[src/rtl/i2c_pkg.sv]
// i2c_pkg: shared speed-mode encodings, rate constants, SCL FSM states and half-period helper
package i2c_pkg;
  localparam logic [2:0] MODE_SM     = 3'b000;
  localparam logic [2:0] MODE_FM     = 3'b001;
  localparam logic [2:0] MODE_FMP    = 3'b010;
  localparam logic [2:0] MODE_HS     = 3'b011;
  localparam logic [2:0] MODE_CUSTOM = 3'b100;
  localparam int unsigned RATE_SM  = 100_000;
  localparam int unsigned RATE_FM  = 400_000;
  localparam int unsigned RATE_FMP = 1_000_000;
  localparam int unsigned RATE_HS  = 3_400_000;
  localparam int unsigned HALF_MIN  = 4;
  localparam int unsigned SYNC_COMP = 3;
  typedef enum logic [1:0] {IDLE, LOW, WAIT, HIGH} scl_state_e;
  function automatic int unsigned half_cycles(input int unsigned sys_clock, input int unsigned rate);
    int unsigned h;
    h = sys_clock / (2 * rate);
    return h < HALF_MIN ? HALF_MIN : h;
  endfunction
endpackage

[src/rtl/i2c_line_sync.sv]
// i2c_line_sync: two-flop synchroniser for an open-drain line, idles released (1)
module i2c_line_sync (
  input  logic Clk_In,
  input  logic Reset_N_In,
  input  logic Line_In,
  output logic Line_Sync_Out
);
  logic meta;
  always_ff @(posedge Clk_In)
    if (!Reset_N_In) {Line_Sync_Out, meta} <= 2'b11;
    else {Line_Sync_Out, meta} <= {meta, Line_In};
endmodule

[src/rtl/i2c_scl_generator.sv]
// i2c_scl_generator: glitch-free SCL generator with phase strobes, clock stretching and stretch timeout
module i2c_scl_generator
  import i2c_pkg::*;
#(
  parameter int unsigned SYS_CLOCK   = 100_000_000,
  parameter int unsigned CNT_WIDTH   = 16,
  parameter int unsigned STRETCH_MAX = 65535
) (
  input  logic                 Clk_In,
  input  logic                 Reset_N_In,
  input  logic                 Enable_In,
  input  logic [2:0]           Speed_Mode_In,
  input  logic [CNT_WIDTH-1:0] Custom_Half_In,
  input  logic                 Scl_In,
  output logic                 Scl_Drive_Low_Out,
  output logic                 Scl_Fall_Out,
  output logic                 Data_Change_Out,
  output logic                 Scl_Rise_Out,
  output logic                 Data_Sample_Out,
  output logic                 Stretch_Out,
  output logic                 Timeout_Out,
  output logic                 Busy_Out,
  output logic [2:0]           Active_Mode_Out
);
  localparam int unsigned WAIT_WIDTH = $clog2(STRETCH_MAX + 1);
  localparam logic [CNT_WIDTH-1:0] HALF_SM  = CNT_WIDTH'(half_cycles(SYS_CLOCK, RATE_SM));
  localparam logic [CNT_WIDTH-1:0] HALF_FM  = CNT_WIDTH'(half_cycles(SYS_CLOCK, RATE_FM));
  localparam logic [CNT_WIDTH-1:0] HALF_FMP = CNT_WIDTH'(half_cycles(SYS_CLOCK, RATE_FMP));
  localparam logic [CNT_WIDTH-1:0] HALF_HS  = CNT_WIDTH'(half_cycles(SYS_CLOCK, RATE_HS));
  scl_state_e state_q, state_d;
  logic [CNT_WIDTH-1:0] cnt_q, cnt_d, half_q, half_d, half_sel, half_custom;
  logic [WAIT_WIDTH-1:0] wcnt_q, wcnt_d;
  logic [2:0] mode_sel;
  logic latch, timeout_d, scl_s;
  i2c_line_sync u_scl_sync (
    .Clk_In        (Clk_In),
    .Reset_N_In    (Reset_N_In),
    .Line_In       (Scl_In),
    .Line_Sync_Out (scl_s)
  );
  assign mode_sel    = Speed_Mode_In > MODE_CUSTOM ? MODE_FM : Speed_Mode_In;
  assign half_custom = Custom_Half_In < CNT_WIDTH'(HALF_MIN) ? CNT_WIDTH'(HALF_MIN) : Custom_Half_In;
  assign half_sel    = mode_sel == MODE_SM     ? HALF_SM  :
                       mode_sel == MODE_FMP    ? HALF_FMP :
                       mode_sel == MODE_HS     ? HALF_HS  :
                       mode_sel == MODE_CUSTOM ? half_custom : HALF_FM;
  always_comb begin
    state_d   = state_q;
    cnt_d     = '0;
    wcnt_d    = '0;
    latch     = 1'b0;
    timeout_d = 1'b0;
    case (state_q)
      IDLE: if (Enable_In) begin
        state_d = LOW;
        latch   = 1'b1;
      end
      LOW: if (cnt_q == half_q - 1'b1) state_d = WAIT;
           else cnt_d = cnt_q + 1'b1;
      WAIT: begin
        wcnt_d = wcnt_q + 1'b1;
        if (scl_s) begin
          state_d = HIGH;
          wcnt_d  = '0;
        end else if (wcnt_d == WAIT_WIDTH'(STRETCH_MAX)) begin
          state_d   = IDLE;
          timeout_d = 1'b1;
          wcnt_d    = '0;
        end
      end
      HIGH: if (cnt_q == half_q - CNT_WIDTH'(SYNC_COMP + 1)) begin
        state_d = Enable_In ? LOW : IDLE;
        latch   = Enable_In;
      end else cnt_d = cnt_q + 1'b1;
      default: state_d = IDLE;
    endcase
    half_d = latch ? half_sel : half_q;
  end
  // Strobes are decoded from next state so every output comes straight off a flop
  always_ff @(posedge Clk_In)
    if (!Reset_N_In) begin
      state_q           <= IDLE;
      cnt_q             <= '0;
      wcnt_q            <= '0;
      half_q            <= HALF_FM;
      Scl_Drive_Low_Out <= 1'b0;
      Scl_Fall_Out      <= 1'b0;
      Data_Change_Out   <= 1'b0;
      Scl_Rise_Out      <= 1'b0;
      Data_Sample_Out   <= 1'b0;
      Stretch_Out       <= 1'b0;
      Timeout_Out       <= 1'b0;
      Busy_Out          <= 1'b0;
      Active_Mode_Out   <= MODE_FM;
    end else begin
      state_q           <= state_d;
      cnt_q             <= cnt_d;
      wcnt_q            <= wcnt_d;
      half_q            <= half_d;
      Scl_Drive_Low_Out <= state_d == LOW;
      Scl_Fall_Out      <= latch;
      Data_Change_Out   <= state_d == LOW && cnt_d == (half_d >> 1);
      Scl_Rise_Out      <= state_q == WAIT && state_d == HIGH;
      Data_Sample_Out   <= state_d == HIGH && cnt_d == ((half_q - CNT_WIDTH'(SYNC_COMP)) >> 1);
      Stretch_Out       <= state_d == WAIT && wcnt_d >= WAIT_WIDTH'(SYNC_COMP);
      Timeout_Out       <= timeout_d;
      Busy_Out          <= state_d != IDLE;
      Active_Mode_Out   <= latch ? mode_sel : Active_Mode_Out;
    end
endmodule

[config.mk]
export PLATFORM = sky130hd
export DESIGN_NAME = i2c_scl_generator
export DESIGN_NICKNAME = d
export VERILOG_FILES = /design/src/rtl/i2c_pkg.sv /design/src/rtl/i2c_line_sync.sv /design/src/rtl/i2c_scl_generator.sv
export SDC_FILE = /design/constraint.sdc
export NUM_CORES = 1
export LEC_CHECK = 0
export CAP_MARGIN = 25
export CORE_MARGIN = 2
export CORE_UTILIZATION = 29
export CTS_BUF_LIST = sky130_fd_sc_hd__clkbuf_8 sky130_fd_sc_hd__clkbuf_16
export CTS_CLUSTER_SIZE = 12
export DETAILED_ROUTE_END_ITERATION = 16
export GPL_TIMING_DRIVEN = 0
export MAX_ROUTING_LAYER = met4
export SLEW_MARGIN = 20
export SYNTH_ARGS = -nofsm -noshare
export SYNTH_HDL_FRONTEND = slang
export SYNTH_SLANG_ARGS = --single-unit
[constraint.sdc]
create_clock -name Clk_In -period 4 [get_ports Clk_In]
set_clock_uncertainty 0.2 [all_clocks]
set_input_delay 0.6 -clock Clk_In [delete_from_list [all_inputs] [get_ports Clk_In]]
set_output_delay 0.6 -clock Clk_In [all_outputs]
set_load 0.005 [all_outputs]
# After elaboration in Yosys (flattened, before gate mapping)
# Cells that the tools add are included.
# word_totals
output_inout_bits	11
ff_bits	63
word_cells	72
# op_classes
magnitude_cmp	3
bitwise	2
reduce_logical	8
eq_ne	14
addsub	5
mux	24
# ops
cell	n
$mux W16	11
$add A16 B1 Y16 const B	2
$eq A16 B15 Y1	2
$eq A16 B16 Y1	2
$pmux W16 S2	1
$eq A16 B16 Y1 const B	1
$ge A16 B2 Y1 const B	1
$lt A16 B3 Y1 const B	1
$sub A16 B1 Y16 const B	1
$sub A16 B2 Y16 const B	1
$sub A16 B3 Y16 const B	1
$mux W2	5
$eq A2 B2 Y1 const B	4
$pmux W2 S4	1
$eq A3 B2 Y1 const B	2
$eq A2 B1 Y1 const B	2
$logic_and A1 B1 Y1	4
$mux W1	4
$eq A3 B3 Y1 const B	1
$gt A3 B3 Y1 const B	1
$logic_not A3 Y1	1
$mux W3	1
$reduce_or A3 Y1	1
$logic_not A2 Y1	1
3 further kinds	4

# Depth between registers and ports, before layout
# Gate-level depths: netlist of run 1.
# logic_depth
depth_word	10
ltp_mapped	16
depth_no_buf	12

# Modules after synthesis
# A second synthesis of run 1 with hierarchy kept.
# unflattened
cells_unflattened	647
area_unflattened_um2	5032.3
# modules_own_cells
module	n_inst	cells_each	seq_area_each_um2	area_each_um2
i2c_scl_generator	1	643	1221.2	4979.8
i2c_line_sync	1	4	40.0	52.6

# Worst setup path before layout of run 1
# No wires, ideal clock.
# synth_path
path_type	flip-flop to flip-flop
from	reg half_q[3]
to	reg Data_Change_Out
arrival_time_ps	3688
path_stages_with_launch	15
required_ps	3713
setup_time_ps	87
setup_slack_ps	24
path_cell_list	dfxtp_1 -> clkbuf_1 -> inv_1 -> ha_1 -> or4b_1 -> buf_2 -> a2111oi_2 -> a311o_1 -> o2111ai_2 -> nor3_2 -> o221ai_1 -> a211o_1 -> a2111oi_4 -> o221ai_2 -> nor4b_2
# synth_via
elab_chain_cells	7
elab_cells_between_ends	16
# synth_lines
element	line_no	text
start, declared	i2c_scl_generator.sv:31	logic [CNT_WIDTH-1:0] cnt_q, cnt_d, half_q, half_d, half_sel, half_custom;
start signal, assigned	i2c_scl_generator.sv:99	half_q <= half_d;
$sub A16 B3 Y16	i2c_scl_generator.sv:71	HIGH: if (cnt_q == half_q - CNT_WIDTH'(SYNC_COMP + 1)) begin
$eq A16 B16 Y1	i2c_scl_generator.sv:71	
$mux W1	i2c_scl_generator.sv:71	
$pmux W1 S2	i2c_scl_generator.sv:53	case (state_q)
$mux W16	i2c_scl_generator.sv:77	half_d = latch ? half_sel : half_q;
$eq A16 B15 Y1	i2c_scl_generator.sv:102	Data_Change_Out <= state_d == LOW && cnt_d == (half_d >> 1);
$logic_and A1 B1 Y1 *	i2c_scl_generator.sv:102	
end signal, assigned	i2c_scl_generator.sv:102	
end, declared	i2c_scl_generator.sv:17	output logic Data_Change_Out,
# Every way passes the cells marked *; elsewhere a longest branch is shown, timed or not.
# A chain may end at the register's enable or synchronous reset.

# Final worst setup path of run 1
# Same ends and word-level chain as after synthesis.

==> flow_summary.json, run 1 <==
{
  "drive_gt1_share_pct": 15.18,
  "setup_ws_ps": -130.7,
  "finalCriticalPeriod_ps": 4131,
  "antenna_left": 0,
  "place_inst": 981,
  "drt_wl_total_mm": 19.05,
  "final.setup.tns_ps": -130.7,
  "vias_per_cell": 5.743,
  "grt_pass1_wl_mm": 29.04,
  "syn-num-nets": 753,
  "leakage_nw": 2.313,
  "cp_slowest_stage_delay_ps": 580,
  "clk_root_buffer_cell": "clkbuf_16",
  "p_comb_share_pct": 18.5,
  "ir_drop_mv": 0.1675,
  "finalMaxSlewViolations": 0,
  "clk_latency_ps": 360,
  "failed_checks": "setup timing",
  "start_kind": "register",
  "syn-cell-area_mm2": 0.005368,
  "finalWeightedCongestion": 0.9655,
  "internal_power_mw": 1.270,
  "grt_pass1_vias": 5419,
  "io_buffers": 33,
  "grt_use_met1_pct": 24.21,
  "cpLargestDelayFamily": "simple AND/OR/NAND/NOR gates",
  "hold_buffers": 0,
  "wire_per_inst_um": 18.81,
  "slew-limit-headroom_pct": 46.87,
  "end_kind": "register",
  "fin_nets": 814,
  "clkPwrFrac_pct": 45.6,
  "cts_buffer_depth": 2,
  "ys_types": 77,
  "post-route-period-util_pct": 103.3,
  "syn_inst": 718,
  "synth_edf_count": 0,
  "cap_violations": 0,
  "yosysSeqAreaShare_pct": 23.50,
  "p_per_area_mw_per_mm2": 270.7,
  "clock-sinks": 63,
  "rsz0062_at_grt": "true",
  "ioPinCount": 34,
  "die_h_um": 140.1,
  "crit_path_frequent_cell": "or4b_4",
  "cp_slowest_cell": "or4b_4",
  "pwr-share-seq_pct": 35.9,
  "critPathKind": "reg -> reg",
  "fillers": 1838,
  "setup_viol": 1,
  "cp_max_fo": 9,
  "htreeDepth": 3,
  "initial_core_util_pct": 29.68,
  "preCtsSetupSlack_ps": -1092,
  "hold_viol": 0,
  "power.switching_uw": 564.4,
  "critPathBufInv": 2,
  "top_usage_layer": "met2",
  "rows": 49,
  "worst_pin_slew_ps": 791.2,
  "path_clk_slew_ps": 60,
  "core-area_mm2": 0.01809,
  "fp.dieW_um": 140.1,
  "cts_tree": "built",
  "grt_max_degree": 14,
  "worstPathArrival_ps": 4190,
  "synthFlopType": "dfxtp_1",
  "area_delta_synth_final_pct": 26.27,
  "stdcell_count": 1013,
  "fmax_mhz": 242.1,
  "use_met3_pct": 4.718,
  "p_sw_share_pct": 30.77,
  "synth_seq_cells": 63,
  "async_flop_share_pct": 0,
  "cts_inserted_buffers": 9,
  "dieArea_mm2": 0.01961,
  "antenna_cells": 0,
  "synth_warnings": 0,
  "drtPass1Iterations": 5,
  "hold_path.class": "reg -> reg",
  "grt_use_total_pct": 19.51,
  "met2_usage_pct": 29.87,
  "worst_ep_required_time_ps": 4060,
  "vias": 5818,
  "syn_area_per_cell_um2": 7.476,
  "grt_overflow_total": 0,
  "drtIter0Drc": 515,
  "hpwl_mm": 13.85,
  "path_cells": "inv_4, ha_4, or4b_4, buf_6, nor4_4, a21oi_2, or4b_4, o31ai_4, and2_4, o211ai_4, a2111oi_4, o221ai_2, nor4b_2",
  "status": "finished with violations",
  "antenna_found_initial": 0,
  "drc": 0
}
[sequential cells by signal, summed over array words and instances, names as in the netlist]
| register | flops |
|---|---|
| cnt_q | 16 |
| half_q | 16 |
| wcnt_q | 16 |
| Active_Mode_Out | 3 |
| state_q | 2 |
| Busy_Out | 1 |
| Data_Change_Out | 1 |
| Data_Sample_Out | 1 |
| Scl_Drive_Low_Out | 1 |
| Scl_Fall_Out | 1 |
| Scl_Rise_Out | 1 |
| Stretch_Out | 1 |
| Timeout_Out | 1 |
| u_scl_sync.Line_Sync_Out | 1 |
| u_scl_sync.meta | 1 |
[worst reg2reg max path: cells and delay by family, from the launching register on]
family	cells	cell delay, ps
AND/OR/NAND/NOR	5	1930
AO/OA/AOI/OAI	5	1090
flip-flops	1	400
buffers and inverters	2	270
adder cells (fa/ha/maj)	1	150
[worst paths after layout]
check                                  start                                  end  slack, ps  depth (start not counted)
setup / recovery        half_q[3]$_SDFF_PN1_           Data_Change_Out$_SDFF_PN0_       -130                         13
hold / removal    u_scl_sync.meta$_SDFF_PN1_  u_scl_sync.Line_Sync_Out$_SDFF_PN1_        210                          1
setup reg to reg        half_q[3]$_SDFF_PN1_           Data_Change_Out$_SDFF_PN0_       -130                         13
hold reg to reg   u_scl_sync.meta$_SDFF_PN1_  u_scl_sync.Line_Sync_Out$_SDFF_PN1_        210                          1
[layout make-up]
type	count	area, µm²	share of cell area, %
Buffer	36	161.4	2.381
Tap cell	229	286.5	4.227
Inverter	22	88.84	1.311
Clock buffer	9	225.2	3.323
Timing Repair Buffer	55	536.8	7.920
Multi-Input combinational cell	592	4133	60.97
Clock inverter	7	77.57	1.145
Sequential cell	63	1269	18.72
[power groups by stage]
| stage | logic, mW | clock network (mW) | registers (mW) |
|---|---|---|---|
| finish | 0.340 | 0.837 | 0.658 |
| global route | 0.364 | 0.876 | 0.658 |
| CTS | 0.315 | 0.848 | 0.656 |
| detailed placement | 0.289 | 0 | 0.667 |
| global placement | 0.289 | 0 | 0.668 |
| floorplan | 0.189 | 0 | 0.663 |
[repair_timing]
action                                  CTS  global route
pin swaps                                18            18
endpoints found under the hold margin     0             0
endpoints found under the setup margin   28            18
cloned                                    0             1
setup buffers                            15             5
gates resized for setup                  48            31
[routing by layer]
| metal | share of wire [%] | wire length (µm) |
|---|---|---|
| met5 | 0 | 0 |
| met3 | 8.7 | 1654 |
| met4 | 4.6 | 871 |
| met2 | 44 | 8461 |
| met1 | 42 | 8063 |
[kinds of logic (layout without fill, tap and decap cells)]
logic type / count (synthesis) / count (layout) / synth area share [%]
buf+inv: 63 / 129 / 4.779
xor+xnor: 84 / 84 / 13.71
flops: 63 / 63 / 23.50
mux: 4 / 4 / 0.7692
fa+ha+maj: 12 / 12 / 2.797
simple gates: 331 / 331 / 32.07
compound gates: 161 / 161 / 22.38
[cells in the final DEF, fill, tap and decap left out, drive strengths merged, types with 4 or more instances in the layout]
master and count:
nor2 79, nand2 63, dfxtp 63, xnor2 46, xor2 38, nand3 38, clkbuf 37, a21oi 35
clkdlybuf4s50 33, buf 30, nor3 27, inv 25, o21ai 24, nor4 21, nand4 17, and2 16
and3 15, ha 12, a31oi 11, o211ai 11, nand2b 9, or2 9, nand3b 7, o22ai 7
a311oi 5, o32ai 5, o2111ai 5, nor2b 4, and4 4, or3 4, o221ai 4, nor3b 4
a2111oi 4, o31ai 4
[per-stage QoR]
step           cell area, µm²  util, %  power, mW  hold WS (ps)
6_report                 6778    37.47      1.835         211.2
5_1_grt                  6778    37.47      1.898         251.5
4_1_cts                  6633    36.67      1.819         213.1
3_5_place_dp             5989    33.12     0.9560         197.2
3_3_place_gp             5984    33.09     0.9568         195.2
2_1_floorplan            5368        -     0.8524         186.3
[synth_stat cells, types with 8 or more instances]
cell type | count | area (µm²)
a21oi_1 | 35 | 175.2
a31oi_1 | 11 | 68.82
and2_1 | 16 | 100.1
and3_1 | 15 | 93.84
clkbuf_1 | 27 | 101.4
dfxtp_1 | 63 | 1261
ha_1 | 12 | 150.1
inv_1 | 22 | 82.58
nand2_1 | 63 | 236.5
nand2b_1 | 9 | 56.30
nand3_1 | 38 | 190.2
nand4_1 | 17 | 106.4
nor2_1 | 79 | 296.5
nor3_1 | 26 | 130.1
nor4_1 | 20 | 125.1
o211ai_1 | 10 | 75.07
o21ai_0 | 22 | 110.1
or2_2 | 8 | 50.05
xnor2_1 | 46 | 402.9
xor2_1 | 38 | 332.8
(Power assumes the default switching activity.)
==> run 2: changes to the inputs <==
Settings changed: REMOVE_ABC_BUFFERS set to 1.
==> run 2 against run 1 <==
- the flow now finishes without violations
- global-route usage fell by 1.2 points
- final cell count fell by 3.0%
- first-iteration DRC count rose by 17%
- worst setup slack improved by 190 ps
- highest routed layer unchanged
==> flow_summary.json, run 2 (synthesis gave the netlist of run 1 again) <==
{
  "grt_pass1_wl_mm": 27.52,
  "leakage_nw": 2.263,
  "die_h_um": 140.1,
  "finalWeightedCongestion": 0.9215,
  "htreeDepth": 3,
  "vias_per_cell": 5.665,
  "rows": 49,
  "area_delta_synth_final_pct": 25.10,
  "final.setup.tns_ps": 0,
  "hpwl_mm": 12.83,
  "cts_inserted_buffers": 9,
  "clk_latency_ps": 350,
  "vias": 5569,
  "met2_length_mm": 7.928,
  "ir_drop_mv": 0.1917,
  "top_regs": "cnt_q: 16 flops, half_q: 16 flops, wcnt_q: 16 flops",
  "fin_nets": 784,
  "io_buffers": 33,
  "cts_tree": "built",
  "fp.dieW_um": 140.1,
  "drtPass1Iterations": 5,
  "rrSetupSlack_ps": 60,
  "grt_max_degree": 18,
  "drtIter0Drc": 605,
  "cap_violations": 0,
  "met1_length_mm": 8.074,
  "grt_pass1_vias": 5074,
  "antenna_found_initial": 0,
  "hold_viol": 0,
  "routed-wl-met3_mm": 1.012,
  "rr_startpoint": "half_q[3]$_SDFF_PN1_",
  "p_per_area_mw_per_mm2": 258.3,
  "finalCriticalPeriod_ps": 3937,
  "worstPathArrival_ps": 3990,
  "whs_ps": 212.1,
  "final_cell_mix": "nor2_1, nand2_1, dfxtp_1",
  "start_kind": "register",
  "grt_overflow_total": 0,
  "hold_path.class": "reg -> reg",
  "ioPinCount": 34,
  "layout_commonest_cell": "nor2_1",
  "hp-start": "u_scl_sync.meta$_SDFF_PN1_",
  "top_layer_used": "met4",
  "wire_per_inst_um": 17.90,
  "cts_buffer_depth": 2,
  "status": "complete, no violations",
  "whs_path_depth": 1,
  "fillers": 1835,
  "critPathKind": "reg -> reg",
  "worstRegToRegCells": 11,
  "dieArea_mm2": 0.01961,
  "drt_wl_total_mm": 17.60,
  "initial_core_util_pct": 29.68,
  "core-area_mm2": 0.01809,
  "post-route-period-util_pct": 98.43,
  "fmax_mhz": 254.0,
  "cp_max_fo": 6,
  "antenna_left": 0,
  "grt_use_total_pct": 18.28,
  "drive_gt1_share_pct": 15.92,
  "finalMaxSlewViolations": 0,
  "worst_pin_slew_ps": 760.8,
  "setup_viol": 0,
  "path_clk_slew_ps": 60,
  "hold-path-endpoint": "u_scl_sync.Line_Sync_Out$_SDFF_PN1_",
  "worst_ep_required_time_ps": 4050,
  "slew-limit-headroom_pct": 49.21,
  "power_mw": 1.734,
  "r2r-end": "Data_Change_Out$_SDFF_PN0_",
  "antenna_cells": 0,
  "end_kind": "register",
  "clk_root_buffer_cell": "clkbuf_16",
  "clock-sinks": 63,
  "drc": 0
}
-- run 2: changes by cell type in the layout (fill, tap and decap cells not counted), moves of 3 or more --
| cell | before | now |
|---|---|---|
| dfxtp_4 | 1 | 4 |
| buf_2 | 4 | 0 |
| clkbuf_1 | 24 | 0 |
| buf_4 | 18 | 22 |
| dfxtp_1 | 59 | 56 |
| inv_6 | 4 | 1 |
| buf_1 | 3 | 0 |
-- run 2: power breakdown --
group / internal [mW] / switching (mW)
clock network: 0.432 / 0.307
registers: 0.641 / 0.0344
logic: 0.140 / 0.181
total: 1.21 / 0.522
-- run 2: layer usage --
layer  GRT usage (%)  up-vias
li1                -     2709
met1           25.03     2644
met2           27.02      175
met3           2.667       41
met4           7.496        0
met5               -        -
-- run 2: worst max-delay path, cell delays in order, from the launching register on --
cell and delay (ps):
dfxtp_4 370, buf_4 160, or3_4 330, or3_1 370
a2111o_1 380, or4b_4 580, o31ai_4 240, and2_4 230
o211ai_4 90, a2111oi_4 470, o221ai_2 160, nor4b_2 240
-- run 2: cell type report --
type	count	area, µm²	share of cell area, %
multi-input cells	593	4222	62.87
flip-flops and latches	63	1280	19.06
repair buffers	60	560.5	8.347
well taps	229	286.5	4.267
clock buffers	10	239.0	3.559
inverters	22	90.09	1.342
clock inverters	6	37.54	0.5590
-- run 2: how the worst max path moves through the flow --
stage,from,end,slack (ps),cells past startpoint
6_report,half_q[3]$_SDFF_PN1_,Data_Change_Out$_SDFF_PN0_,60,11
5_1_grt,half_q[2]$_SDFF_PN1_,Data_Change_Out$_SDFF_PN0_,-8,15
2_1_floorplan,half_q[2]$_SDFF_PN1_,Data_Change_Out$_SDFF_PN0_,-320,12
3_3_place_gp,half_q[2]$_SDFF_PN1_,Data_Sample_Out$_SDFF_PN0_,-1620,11
4_1_cts,half_q[3]$_SDFF_PN1_,Data_Sample_Out$_SDFF_PN0_,0.8,13
3_5_place_dp,half_q[2]$_SDFF_PN1_,Data_Sample_Out$_SDFF_PN0_,-1640,11
-- run 2: per-stage QoR --
| step | setup slack [ps] | util (%) | cell area [µm²] | std cells |
|---|---|---|---|---|
| floorplan | -323.5 | - | 5194 | 677 |
| global placement | -1616 | 32.13 | 5811 | 939 |
| detailed placement | -1645 | 32.13 | 5811 | 939 |
| CTS | 0.7905 | 35.71 | 6459 | 969 |
| global route | -7.847 | 37.13 | 6715 | 983 |
| finish | 62.86 | 37.13 | 6715 | 983 |
-- run 2: timing repair --
item,CTS,global route
gates cloned,1,0
gates resized for setup,54,31
endpoints found under the setup margin,28,2
pin swaps,14,16
hold buffers,0,0
setup buffers,13,14
endpoints found under the hold margin,0,0
